===== src/rtl/gpu_lram_pkg.sv =====
// Shared constants and packed-bus slice helpers for the GPU local RAM arbiter.
package gpu_lram_pkg;

  localparam logic [1:0] RQ_IO = 2'd0;
  localparam logic [1:0] RQ_LS = 2'd1;
  localparam logic [1:0] RQ_PF = 2'd2;
  localparam logic [1:0] RQ_BL = 2'd3;

  localparam int NUM_RQ       = 4;
  localparam int DATA_W       = 32;
  localparam int BE_W         = 4;
  localparam int ADDR_W_DEF   = 10;
  localparam int MAX_WAIT_DEF = 8;

  function automatic int addr_lo(input logic [1:0] id, input int aw);
    return int'(id) * aw;
  endfunction

  function automatic int data_lo(input logic [1:0] id);
    return int'(id) * DATA_W;
  endfunction

  function automatic int be_lo(input logic [1:0] id);
    return int'(id) * BE_W;
  endfunction

endpackage


===== src/rtl/gpu_lram_age.sv =====
// Saturating 4-bit wait counter; aged flags a requester that has waited MAX_WAIT cycles.
module gpu_lram_age #(
  parameter int MAX_WAIT = 8
) (
  input  logic       clk,
  input  logic       rst_n,
  input  logic       inc,
  input  logic       clr,
  output logic       aged
);

  localparam logic [3:0] SAT = 4'(MAX_WAIT);

  logic [3:0] count;

  // NOTE: sequential state uses non-blocking assignments so every flop samples pre-edge values.
  always_ff @(posedge clk or negedge rst_n) begin
    if (!rst_n) begin
      count <= 4'd0;
    end else if (clr) begin
      count <= 4'd0;
    end else if (inc && count != SAT) begin
      count <= count + 4'd1;
    end
  end

  assign aged = (count == SAT);

endmodule


===== src/rtl/gpu_lram_arb.sv =====
// Four-way arbiter for the single-port GPU local RAM: IO, load/store, prefetch, blitter.
module gpu_lram_arb
  import gpu_lram_pkg::*;
#(
  parameter int ADDR_W   = ADDR_W_DEF,
  parameter int MAX_WAIT = MAX_WAIT_DEF
) (
  input  logic                  sys_clk,
  input  logic                  reset_n,
  input  logic [3:0]            req,
  input  logic [3:0]            we,
  input  logic                  lock,
  input  logic [4*ADDR_W-1:0]   addr,
  input  logic [127:0]          wdata,
  input  logic [15:0]           be,
  output logic [3:0]            ack,
  output logic                  ram_cs,
  output logic                  ram_we,
  output logic [3:0]            ram_be,
  output logic [ADDR_W-1:0]     ram_addr,
  output logic [31:0]           ram_wdata,
  output logic [3:0]            rvalid,
  output logic [1:0]            grant_id
);

  logic        locked_q;
  logic        rr_q;        // 1 = BL has the round-robin turn, 0 = PF
  logic        pf_aged, bl_aged;
  logic        win_valid;
  logic [1:0]  win_id;
  logic [1:0]  rr_pick;
  logic        win_wr;

  gpu_lram_age #(.MAX_WAIT(MAX_WAIT)) u_age_pf (
    .clk   (sys_clk),
    .rst_n (reset_n),
    .inc   (req[RQ_PF] & ~ack[RQ_PF]),
    .clr   (~req[RQ_PF] | ack[RQ_PF]),
    .aged  (pf_aged)
  );

  gpu_lram_age #(.MAX_WAIT(MAX_WAIT)) u_age_bl (
    .clk   (sys_clk),
    .rst_n (reset_n),
    .inc   (req[RQ_BL] & ~ack[RQ_BL]),
    .clr   (~req[RQ_BL] | ack[RQ_BL]),
    .aged  (bl_aged)
  );

  assign rr_pick = rr_q ? RQ_BL : RQ_PF;

  // NOTE: every output of a combinational block gets a default first, so no path infers a latch.
  always_comb begin
    win_valid = 1'b0;
    win_id    = RQ_IO;
    if (reset_n) begin
      win_valid = 1'b1;
      if (locked_q && req[RQ_LS])                                      win_id = RQ_LS;
      else if (req[RQ_IO])                                             win_id = RQ_IO;
      else if (pf_aged && req[RQ_PF] && bl_aged && req[RQ_BL])         win_id = rr_pick;
      else if (pf_aged && req[RQ_PF])                                  win_id = RQ_PF;
      else if (bl_aged && req[RQ_BL])                                  win_id = RQ_BL;
      else if (req[RQ_LS])                                             win_id = RQ_LS;
      else if (req[RQ_PF] && req[RQ_BL])                               win_id = rr_pick;
      else if (req[RQ_PF])                                             win_id = RQ_PF;
      else if (req[RQ_BL])                                             win_id = RQ_BL;
      else                                                             win_valid = 1'b0;
    end
  end

  assign ack    = win_valid ? 4'(4'b0001 << win_id) : 4'b0000;
  assign win_wr = win_valid && (win_id != RQ_PF) && we[win_id];

  always_ff @(posedge sys_clk or negedge reset_n) begin
    if (!reset_n) begin
      ram_cs    <= 1'b0;
      ram_we    <= 1'b0;
      ram_be    <= 4'h0;
      ram_addr  <= '0;
      ram_wdata <= 32'h0;
      rvalid    <= 4'b0000;
      grant_id  <= RQ_IO;
      locked_q  <= 1'b0;
      rr_q      <= 1'b0;
    end else begin
      // Only a first-beat LS grant can arm the lock; the locked beat never re-arms it.
      locked_q <= win_valid && (win_id == RQ_LS) && lock && !locked_q;
      if (win_valid && (win_id == RQ_PF || win_id == RQ_BL))
        rr_q <= (win_id == RQ_PF);
      rvalid <= (ram_cs && !ram_we) ? 4'(4'b0001 << grant_id) : 4'b0000;
      ram_cs <= win_valid;
      if (win_valid) begin
        ram_we    <= win_wr;
        ram_be    <= win_wr ? be[be_lo(win_id) +: 4] : 4'hF;
        ram_addr  <= addr[addr_lo(win_id, ADDR_W) +: ADDR_W];
        ram_wdata <= wdata[data_lo(win_id) +: 32];
        grant_id  <= win_id;
      end else begin
        ram_we <= 1'b0;
      end
    end
  end

endmodule


===== config.mk =====
export PLATFORM = sky130hd
export DESIGN_NAME = gpu_lram_arb
export DESIGN_NICKNAME = d
export VERILOG_FILES = /design/src/rtl/gpu_lram_pkg.sv /design/src/rtl/gpu_lram_age.sv /design/src/rtl/gpu_lram_arb.sv
export SDC_FILE = /design/constraint.sdc
export NUM_CORES = 1
export LEC_CHECK = 0
export BUFFER_PORTS_ARGS = -buffer_cell sky130_fd_sc_hd__buf_4
export CORE_MARGIN = 5
export CORE_UTILIZATION = 25
export DETAILED_ROUTE_END_ITERATION = 10
export GPL_TIMING_DRIVEN = 0
export HOLD_SLACK_MARGIN = 0.15
export SYNTH_ARGS = -nofsm -noshare
export SYNTH_HDL_FRONTEND = slang
export SYNTH_SLANG_ARGS = --single-unit

===== constraint.sdc =====
create_clock -name sys_clk -period 3.95 [get_ports sys_clk]
set_input_delay 1.185 -clock sys_clk [delete_from_list [all_inputs] [get_ports sys_clk]]
set_output_delay 1.185 -clock sys_clk [all_outputs]
set_load 0.01 [all_outputs]

; ---- After elaboration in Yosys (flattened, before gate mapping)
; Index checks and enable logic that the tools add are counted.
; W data, S select, Z words.
[word_totals]
register_bits = 64
out_inout_bits = 58
elab_cells = 87
[op_classes]
addsub = 2
n_mul = 1
n_lt_le_gt_ge = 1
n_eq_ne = 8
shift = 5
n_mux = 31
n_bitwise = 8
reduce_logical = 20
[op_table]
columns = cell, count
row1 = $shiftx A128 B8 Y32, 1
row2 = $shiftx A40 B7 Y10, 1
row3 = $mux W4, 7
row4 = $mux W2, 10
row5 = $shiftx A16 B5 Y4, 1
row6 = $logic_and A1 B1 Y1, 15
row7 = $mux W1, 13
row8 = $add A4 B1 Y4 const B, 2
row9 = $eq A4 B4 Y1 const B, 2
row10 = $ne A4 B4 Y1 const B, 2
row11 = $shl A1 B2 Y4 const A, 2
row12 = $mul A2 B3 Y5 const B, 1
row13 = $eq A2 B2 Y1 const B, 2
row14 = $not A1 Y1, 4
row15 = $reduce_bool A2 Y1, 2
row16 = $lt A2 B3 Y1 const B, 1
row17 = $and A1 B1 Y1, 2
row18 = $bmux W1 S2, 1
row19 = $eq A2 B1 Y1 const B, 1
row20 = $logic_not A1 Y1, 2
row21 = $ne A2 B2 Y1 const B, 1
row22 = $or A1 B1 Y1, 2
row23 = $logic_or A1 B1 Y1, 1

; ---- Longest topological paths before layout
[depth]
depth_word = 17
depth_mapped = 9
depth_no_buf = 7

; ---- By module
; From an unflattened synthesis, not the netlist that was laid out.
[unflattened]
cells_unflattened = 369
area_unflattened_um2 = 3890.0
[by_module_without_submodules]
columns = mod, n_inst, cells_per_inst, area_each_um2
row1 = gpu_lram_arb, 1, 321, 3424.5
row2 = gpu_lram_age, 2, 24, 232.7

; ---- Least setup slack after synthesis
; No wires, ideal clock.
[synth_timing]
path_type = input to output
start = input req[1]
end = output ack[2]
t_arrival_ps = 2521
slack_ps = 244
path_stages = 7
n_path_buf = 3
cell_sequence = buf_2 > nor3b_2 > a211oi_1 > buf_2 > or3_1 > buf_2 > nor2_1
[synth_via]
elab_chain_len = 9
elab_cells_between_ends = 17
cone_classes = shift: 1 / mux: 15 / reduce/logical: 1
[synth_lines]
columns = item, line
row1 = "start, declared", gpu_lram_arb.sv:10  ; input logic [3:0] req,
row2 = $mux W2, gpu_lram_arb.sv:63  ; else if (req[RQ_LS]) win_id = RQ_LS;
row3 = $mux W2, gpu_lram_arb.sv:62  ; else if (bl_aged && req[RQ_BL]) win_id = RQ_BL;
row4 = $mux W2, gpu_lram_arb.sv:61  ; else if (pf_aged && req[RQ_PF]) win_id = RQ_PF;
row5 = $mux W2, gpu_lram_arb.sv:60  ; else if (pf_aged && req[RQ_PF] && bl_aged && req[RQ_BL]) win_id = rr_pick;
row6 = $mux W2, gpu_lram_arb.sv:59  ; else if (req[RQ_IO]) win_id = RQ_IO;
row7 = $mux W2, gpu_lram_arb.sv:58  ; if (locked_q && req[RQ_LS]) win_id = RQ_LS;
row8 = $mux W2, gpu_lram_arb.sv:56  ; if (reset_n) begin
row9 = $shl A1 B2 Y4, gpu_lram_arb.sv:71  ; assign ack = win_valid ? 4'(4'b0001 << win_id) : 4'b0000;
row10 = $mux W4 *, gpu_lram_arb.sv:71
row11 = "end, declared", gpu_lram_arb.sv:16  ; output logic [3:0] ack,
; Every way passes the cells marked *; elsewhere a longest branch is shown, timed or not.

; ---- Worst setup path after layout
; Ends and elaborated chain as after synthesis.

==> flow_summary.toml <==
[setup_path]
critical_path.max_stage_delay_ns = 0.34
path_depth = 8
cp_slowest_cell = "or3_1"
cp_common_cell = "buf_4"
crit_path_start = "req[1]"
crit_type = "in -> out"
cp_num_buf_inv = 4
required_ns = 2.76
cp_top_family = "buffers and inverters"
r2r_cells = 9
reg2reg_slack_ns = 1.38
r2r-start = "u_age_bl.count[0]"
crit_chain = "buf_2, nor3b_2, a211oi_1, buf_4, or3_1, buf_4, nor2_2, buf_4"
cp_max_fo = 10
critPathLaunchType = "input pin"
endpoint = "ack[2]"
cp-end-kind = "primary output"
r2r_end = "ram_be[2]"
arrival_ns = 2.70

[clock_tree]
clkSlewWorstSetupHoldPaths_ns = 0.05
clockBufferDepth = 2
clock_sinks = 64
htree_levels = 3
cts_buffers = 9
root_buffer = "clkbuf_16"
worstSkewPairLatency_ns = 0.33
cts_tree = "done"
cts.hold.buffers_added = 0

[logic_synthesis]
ys_ff_latch = 64
synthXorXnorAreaFrac = 0.00906
yosysSeqAreaShare = 0.414
synth_mux_area_frac = 0.220
syn_nets = 576
synth_edf_count = 0
synth-main-ff-cell = "dfrtp_1"
asyncSetResetFlopFracSynth = 1.00
synth_area_um2 = 3870
synthDistinctLibCells = 43
synth-simple-area-share = 0.112
postSynthAreaPerCell_um2 = 10.3
synth-adder-area-share = 0.0129
synth_top_family_by_area = "multiplexers"
synth_warnings = 0
syn_inst = 377
synth_compound_area_frac = 0.184

[timing]
hold_viol_final = 0
setup-violations-final = 0
min_period_over_period = 0.985
tightestPinTransition_ns = 0.506
finalClockSkew_ns = 0.00781
slew_viol_final = 0
worst_slack_ns = 0.0607
relSlewSlack = 0.663
max_freq_mhz = 257
fin_crit_ns = 3.89
fin_tns_setup_ns = 0

[floorplanning]
design.core.area_um2 = 15200
start_util = 0.254
num_rows = 45
die-height_um = 134
dieArea_um2 = 18100
ios = 253
dieWidth_um = 134

[cells_and_area]
drive_gt1_frac = 0.462
nets = 836
seqCellArea_um2 = 1600
fin_area_um2 = 6330
area_growth_pct = 63.7
final_cell_mix = "buf_4 (260), mux2i_1 (84), dfrtp_1 (64), nand2_1 (53), o221ai_1 (42)"
multi_input_area_um2 = 2110
fillers = 1508
instances_no_fill = 829
utilization = 0.416
layout_commonest_cell = "buf_4"
n_antenna_cell = 0

[flow_run]
maxCapViolations = 0

[power_and_ir_drop]
cellLeakagePower_nw = 3.40
seq_power_share = 0.355
irDropWorstVdd_uv = 196
p_clk_frac = 0.353
comb_power_share = 0.292
p_int_mw = 1.60
powerDensity_nw_per_um2 = 354
power.switching_mw = 0.645
p_sw_frac = 0.288

[placement]
pre_cts_ws_ns = -0.865
post_dp_cell_area_um2 = 5970
place.gp.congestion = 0.796
dp_cells = 814
port_buffers = 249
hpwl_mm = 12.0

[global_routing]
antenna_found_initial = 0
grtUsageTotal = 0.163
grt_pass1_vias = 4501
grt_pass1_wl_mm = 23.2
grt_max_degree = 71
overflow = 0

[detailed_routing]
wl_per_cell_um = 18.4
ant_nets = 0
drt-total-wl_mm = 15.3
drc = 0
drt_pass1_iterations = 4
num_vias = 4112
drt_iter0_drc = 120
viasPerCell = 4.96

[min_path]
hold_class = "reg -> reg"

[outcome]
outcome = "finished, final reports clean"
-- metrics by stage --
step,power [mW],hold slack [ns]
final,2.24,0.470
after global routing,2.37,0.501
after CTS,2.28,0.457
after detailed placement,1.46,0.449
after global placement,1.45,0.444
after floorplan,1.09,0.426
-- registers in the layout (all words and copies together), names as in the netlist, 2 cells and up --
name	flops
u_age_pf.count	4
grant_id	2
ram_be	4
u_age_bl.count	4
ram_addr	10
ram_wdata	32
rvalid	4
-- cells by family after synthesis --
kind of cell / count (synthesis)
simple gates: 96
mux: 85
fa+ha+maj: 4
buf+inv: 37
flops: 64
compound gates: 87
xor+xnor: 4
-- worst reg2reg max path: stages (launching register included) --
cell      delay [ns]
dfrtp_1         0.42
inv_1           0.08
ha_1            0.18
nand3b_1        0.24
a211oi_2        0.42
o21ai_1         0.16
buf_4           0.24
buf_4           0.22
a211oi_1        0.34
o22ai_1         0.14
-- cells in the mapped netlist, types with 2 or more instances --
library cell / number / area share
inv_1: 7 / 0.0068
o21bai_1: 2 / 0.0039
a21oi_1: 4 / 0.0052
o32ai_1: 4 / 0.0091
buf_2: 11 / 0.014
nand2_1: 55 / 0.053
o21a_1: 5 / 0.0097
o221ai_1: 42 / 0.095
o22ai_1: 8 / 0.013
nand4b_1: 2 / 0.0045
o21ai_1: 2 / 0.0026
xnor2_1: 2 / 0.0045
nor3b_1: 5 / 0.0097
clkbuf_1: 10 / 0.0097
a211oi_1: 6 / 0.012
mux2i_1: 84 / 0.22
nor2_1: 18 / 0.017
ha_1: 4 / 0.013
xor2_1: 2 / 0.0045
o21ai_0: 2 / 0.0026
buf_4: 8 / 0.016
nor3_1: 3 / 0.0039
o211a_1: 4 / 0.010
dfrtp_1: 64 / 0.41
and3_1: 2 / 0.0032
nand3_1: 4 / 0.0052
-- power groups by stage --
stage	clock network, mW	logic (mW)	registers [mW]
finish	0.792	0.655	0.796
global route	0.848	0.713	0.806
CTS	0.823	0.663	0.795
detailed placement	0	0.657	0.804
global placement	0	0.646	0.802
floorplan	0	0.252	0.834
-- metal layers --
layer | GRT usage | vias up | share of wire
li1 | - | 1948 | -
met1 | 0.187 | 1973 | 0.40
met2 | 0.290 | 169 | 0.52
met3 | 0.0435 | 22 | 0.065
met4 | 0.0605 | 0 | 0.019
met5 | 0 | - | 0
-- worst min-delay path by stage --
stage	endpoint	cells past startpoint	startpoint	slack, ns
CTS	locked_q	1	locked_q	0.46
finish	locked_q	1	locked_q	0.47
detailed placement	locked_q	1	locked_q	0.45
floorplan	locked_q	1	locked_q	0.43
global placement	locked_q	1	locked_q	0.44
global route	locked_q	1	locked_q	0.50
-- repair_timing --
action                                  in CTS  in global routing
buffers inserted                             1                  0
hold endpoints to repair                     0                  0
gates resized for setup                      9                 13
pin swaps                                    1                  1
endpoints found under the setup margin       4                  4
-- area by class of cell --
class,count,share of cell area
multi-input cells,276,0.333
repair buffers,250,0.300
flip-flops and latches,64,0.253
clock buffers,10,0.0378
well taps,188,0.0372
plain buffers,28,0.0251
clock inverters,5,0.00909
inverters,8,0.00474
Note: power is estimated with default switching activity, not from simulation.
